File: src/rtl/priority_scanner.sv
// rtl/priority_scanner.sv - sequential priority scanner: one set-bit index per beat
//
// Purpose:
//   Accepts a WIDTH-bit request vector on a valid/ready handshake and emits
//   the index of every set bit, one per output beat, clearing each bit as it
//   is taken. A zero vector yields one beat flagged out_none.
//   Default order is lowest index first. Defining PRIORITY_SCANNER_MSB_FIRST_EN
//   switches to highest index first; ports and timing do not change.
//
// Ports:
//   clk        rising-edge clock
//   rst        asynchronous active-high reset
//   in_valid   request vector present on in_vec
//   in_ready   scanner idle and able to accept a vector
//   in_vec     request vector, bit i set = request i pending
//   out_valid  out_pos/out_last/out_none are valid
//   out_ready  consumer takes the current beat
//   out_pos    index of the current selected set bit of the residual
//   out_last   current beat is the final beat for this vector
//   out_none   accepted vector was all-zero; beat carries no index
//   busy       scanner is not idle

module priority_scanner #(
   parameter  int WIDTH = 16,
   localparam int IDXW  = $clog2(WIDTH)
) (
   input  logic             clk,
   input  logic             rst,
   input  logic             in_valid,
   output logic             in_ready,
   input  logic [WIDTH-1:0] in_vec,
   output logic             out_valid,
   input  logic             out_ready,
   output logic [IDXW-1:0]  out_pos,
   output logic             out_last,
   output logic             out_none,
   output logic             busy
);

   typedef enum logic [1:0] {
      IDLE = 2'd0,
      SCAN = 2'd1,
      NONE = 2'd2
   } state_t;

   localparam logic [WIDTH-1:0] ONE = {{(WIDTH-1){1'b0}}, 1'b1};

   state_t           state, state_n;
   logic [WIDTH-1:0] residual, residual_n;
   logic [WIDTH-1:0] residual_clr;
   logic [IDXW-1:0]  scan_pos;
   logic             single;

   // Priority decode of the registered residual. The loop runs away from the
   // winning end so the last hit seen is the one selected.
   always_comb begin
      scan_pos = '0;
`ifdef PRIORITY_SCANNER_MSB_FIRST_EN
      for (int i = 0; i < WIDTH; i++) begin
         if (residual[i]) scan_pos = IDXW'(i);
      end
`else
      for (int i = WIDTH - 1; i >= 0; i--) begin
         if (residual[i]) scan_pos = IDXW'(i);
      end
`endif
   end

   // Exactly one bit set: clearing the lowest set bit leaves nothing.
   assign single = (residual != '0) && ((residual & (residual - ONE)) == '0);

   always_comb begin
      residual_clr           = residual;
      residual_clr[scan_pos] = 1'b0;
   end

   always_ff @(posedge clk or posedge rst) begin
      if (rst) begin
         state    <= IDLE;
         residual <= '0;
      end else begin
         state    <= state_n;
         residual <= residual_n;
      end
   end

   always_comb begin
      state_n    = state;
      residual_n = residual;
      out_valid  = 1'b0;
      out_pos    = '0;
      out_last   = 1'b0;
      out_none   = 1'b0;
      case (state)
         IDLE: begin
            if (in_valid) begin
               if (in_vec != '0) begin
                  residual_n = in_vec;
                  state_n    = SCAN;
               end else begin
                  state_n    = NONE;
               end
            end
         end
         SCAN: begin
            out_valid = 1'b1;
            out_pos   = scan_pos;
            out_last  = single;
            if (out_ready) begin
               // Final beat clears the only remaining bit, so residual ends at 0.
               residual_n = residual_clr;
               if (single) state_n = IDLE;
            end
         end
         NONE: begin
            out_valid = 1'b1;
            out_none  = 1'b1;
            out_last  = 1'b1;
            if (out_ready) state_n = IDLE;
         end
         default: begin
            state_n    = IDLE;
            residual_n = '0;
         end
      endcase
   end

   assign in_ready = (state == IDLE);
   assign busy     = (state != IDLE);

endmodule

File: config.mk
export PLATFORM = sky130hd
export DESIGN_NAME = priority_scanner
export DESIGN_NICKNAME = d
export VERILOG_FILES = /design/src/rtl/priority_scanner.sv
export SDC_FILE = /design/constraint.sdc
export NUM_CORES = 1
export LEC_CHECK = 0
export CAP_MARGIN = 20
export CORE_MARGIN = 3
export CORE_UTILIZATION = 40
export DETAILED_ROUTE_END_ITERATION = 6
export PLACE_DENSITY = 0.7
export SLEW_MARGIN = 15
export SYNTH_ARGS = -nofsm -noshare
export SYNTH_HDL_FRONTEND = slang
export SYNTH_SLANG_ARGS = --single-unit
File: constraint.sdc
create_clock -name clk -period 3.1 [get_ports clk]
set_clock_uncertainty 0.05 [all_clocks]
set_input_delay 0.465 -clock clk [delete_from_list [all_inputs] [get_ports clk]]
set_output_delay 0.465 -clock clk [all_outputs]
set_load 0.01 [all_outputs]
==> impl_metrics.ini <==
[placed_design]
portBuffers = 28
place.detailed.hpwl_mm = 3.57
gp_routability_congestion = 1.07
place_worst_setup_slack_ns = 0.0718
dp_cells = 253

[sta]
post-route-min-period_ns = 3.02
final_hold_viol_count = 0
post-route-worst-setup-slack_ns = 0.0793
report.final.slew_viol_count = 0
fraction_of_the_cycle_the_final_worst_path_needs = 0.974
setup_viol_count_final = 0
fmaxAchievable_mhz = 331
unrepaired_setup_endpoints_after_global_routing = no
holdWs_ns = 0.475
tightestPinTransition_ns = 0.689
max_transition_margin = 0.540
tns_ns = 0

[finish]
drive_above_1_share = 0.176
layout.cells.most_common_list = clkdlybuf4s50_1 (26), nand2_1 (21), buf_4 (21)
layout.nets = 235
layout-area-overhead-vs-synth_pct = 32.7
antenna_cells_inserted = 0
post_layout_nonfiller_instances = 256
layout.cells.most_common = clkdlybuf4s50_1

[synth]
synth_cells = 169
syn_nets = 192
yosysWarnings = 0
synth.avg_cell_area_um2 = 8.77
synthFlopType = dfrtp_1
muxShareOfSynthArea = 0.0143
synth.yosys.seq_area_share = 0.304
synth_xor_xnor_area_share = 0
synth_area_um2 = 1480
yosys_register_bits = 18
synth-edff-count = 0
simple_gate_fraction_of_synth_area = 0.271
synth-async-reset-ratio = 1.00
synth_adder_area_share = 0.0253
synth_compound_area_frac = 0.322
post_synth_num_cell_types = 51
combinational_family_with_the_most_area_after_synthesis = compound AO/OA/AOI/OAI gates

[detailed_routing]
drt_first_pass_iters = 4
routed_wire_length_per_instance_um = 17.6
via_count = 1567
post_dr_vias_cell = 6.12
drt_drc_violations_left = 0
detail_route.iter0.violations = 189
routed_wl_mm = 4.52
remaining_antenna_violation_count = 0

[setup_path]
worstSetupEndpointType = output port
crit_slowest_cell = a2111oi_0
internal_reg_to_reg_setup_slack_ns = 0.47
critical_path_start_end_classification = reg -> out
cp_data_arrival_time_ns = 2.51
max_stage_delay_ns = 0.42
crit_path_start_kind = register
rr_worst_depth = 6
worstPathCellList = buf_4 -> or3_1 -> a2111oi_0 -> or2_2 -> o2111ai_1 -> nor3_1 -> o21a_1 -> dlygate4sd2_1
r2r_end = state[0]
maximum_fanout_along_the_worst_path = 6
cp.required_ns = 2.58
worstReg2RegStart = residual[11]

[clocking]
num_cts_buffers = 3
cts_root_buf = clkbuf_8
max_h_tree_level = 1
insertion_delay_of_the_later_clocked_pin_in_the_worst_skew_pair_ns = 0.26
cts_tree = yes
clockBufferDepth = 2
clock_sink_count = 18
cts.reportedPaths.clkPinSlew_ns = 0.06
post-cts-setup-buffers = 0

[pwr]
vdd_ir_drop_max_uv = 546
leakage_nw = 0.782
power_density_nw_per_um2 = 1050
total_power_mw = 2.06

[global_route]
globalRouteTotalUtil = 0.218
number_of_antenna_violations_at_the_first_check_in_global_routing = 0
grt_first_pass_wirelength_mm = 7.19
grt_max_degree = 19
first_global_vias = 1463
grt_overflow = 0

[hold_path]
hold_end = state[0]
holdCritStartpoint = state[0]
worstHoldPathCells = 1
min-delay-path-class = reg -> reg

[floorplanning]
floorplan.die.width_um = 66.9
placementRows = 21
chipHeight_um = 66.9
floorplan.die_area_um2 = 4470
io-pin-count = 29
start_util = 0.431
core_region_area_um2 = 3440

[job]
max_cap_viol_count = 0

[run_status]
status = completed
==> how the worst max path moves through the flow <==
stage | start | end | slack (ns) | cells past startpoint
2_1_floorplan | residual[10] | out_last | 0.54 | 6
3_3_place_gp | residual[11] | out_last | 0.11 | 6
3_5_place_dp | residual[11] | out_last | 0.07 | 6
4_1_cts | residual[11] | out_last | 0.07 | 6
5_1_grt | residual[11] | out_last | 0.007 | 6
6_report | residual[11] | out_last | 0.08 | 8
==> cells in the mapped netlist (2+ instances only) <==
master	instances	share of area
o41a_1	3	0.023
ha_1	3	0.025
o31a_1	2	0.012
nand3_1	2	0.0068
nand2b_1	2	0.0084
nand2_1	21	0.053
o21a_1	2	0.010
inv_1	8	0.020
buf_2	3	0.010
o21ai_0	14	0.047
a21oi_1	6	0.020
or2_1	2	0.0084
clkbuf_1	5	0.013
dfrtp_1	18	0.30
nor3_1	6	0.020
nor4_1	5	0.021
nor2_1	8	0.020
a32o_1	4	0.027
o31ai_1	2	0.010
o21bai_1	2	0.010
a2111oi_4	2	0.037
a22o_1	3	0.018
buf_6	2	0.015
or3_4	2	0.015
or4_1	8	0.041
nor2b_1	3	0.013
nor3b_1	2	0.010
a22oi_1	6	0.030
==> power breakdown <==
| group | internal [mW] | total [mW] | switching [mW] |
|---|---|---|---|
| logic | 0.651 | 1.41 | 0.760 |
| registers | 0.345 | 0.485 | 0.140 |
| clock network | 0.0866 | 0.162 | 0.0753 |
==> final cells by class <==
type | instances | area, µm²
well taps | 46 | 57.6
multi-input cells | 132 | 947
repair buffers | 49 | 439
flip-flops and latches | 18 | 452
fillers | 302 | 1480
clock buffers | 3 | 41.3
inverters | 8 | 30.0
==> through the flow <==
| step | util | cell area (µm²) |
|---|---|---|
| final | 0.571 | 1970 |
| after global routing | 0.571 | 1970 |
| after CTS | 0.568 | 1950 |
| after detailed placement | 0.556 | 1910 |
| after global placement | 0.556 | 1910 |
| after floorplan | - | 1480 |
==> what timing repair did <==
| item | in CTS | in global routing |
|---|---|---|
| resized for setup | 1 | 3 |
| endpoints found under the setup margin | 1 | 2 |
| hold buffers | 0 | 0 |
| pin swaps | 0 | 0 |
==> routing by layer <==
metal  GRT usage  vias up  part of all wire
li1            -      733                 -
met1       0.276      743              0.40
met2       0.359       84              0.49
met5           0        -                 0
met3      0.0438        7             0.093
met4      0.0937        0             0.019
==> flip-flops by register name (all words and copies together), names as in the netlist <==
name and count:
state 2, residual 16
==> logic make-up after synthesis <==
family	count (synthesis)
adders and majority gates	3
muxes	2
DFF	18
and+or+nand+nor	69
buffers and inverters	19
AOI/OAI and AO/OA	58
==> critical path: cells and delay by family (launching register included) <==
| family | cells | cell delay [ns] |
|---|---|---|
| DFF | 1 | 0.38 |
| and+or+nand+nor | 3 | 0.78 |
| AOI/OAI and AO/OA | 3 | 0.67 |
| buffers and inverters | 2 | 0.42 |
Note: power is estimated with default switching activity, not from simulation.
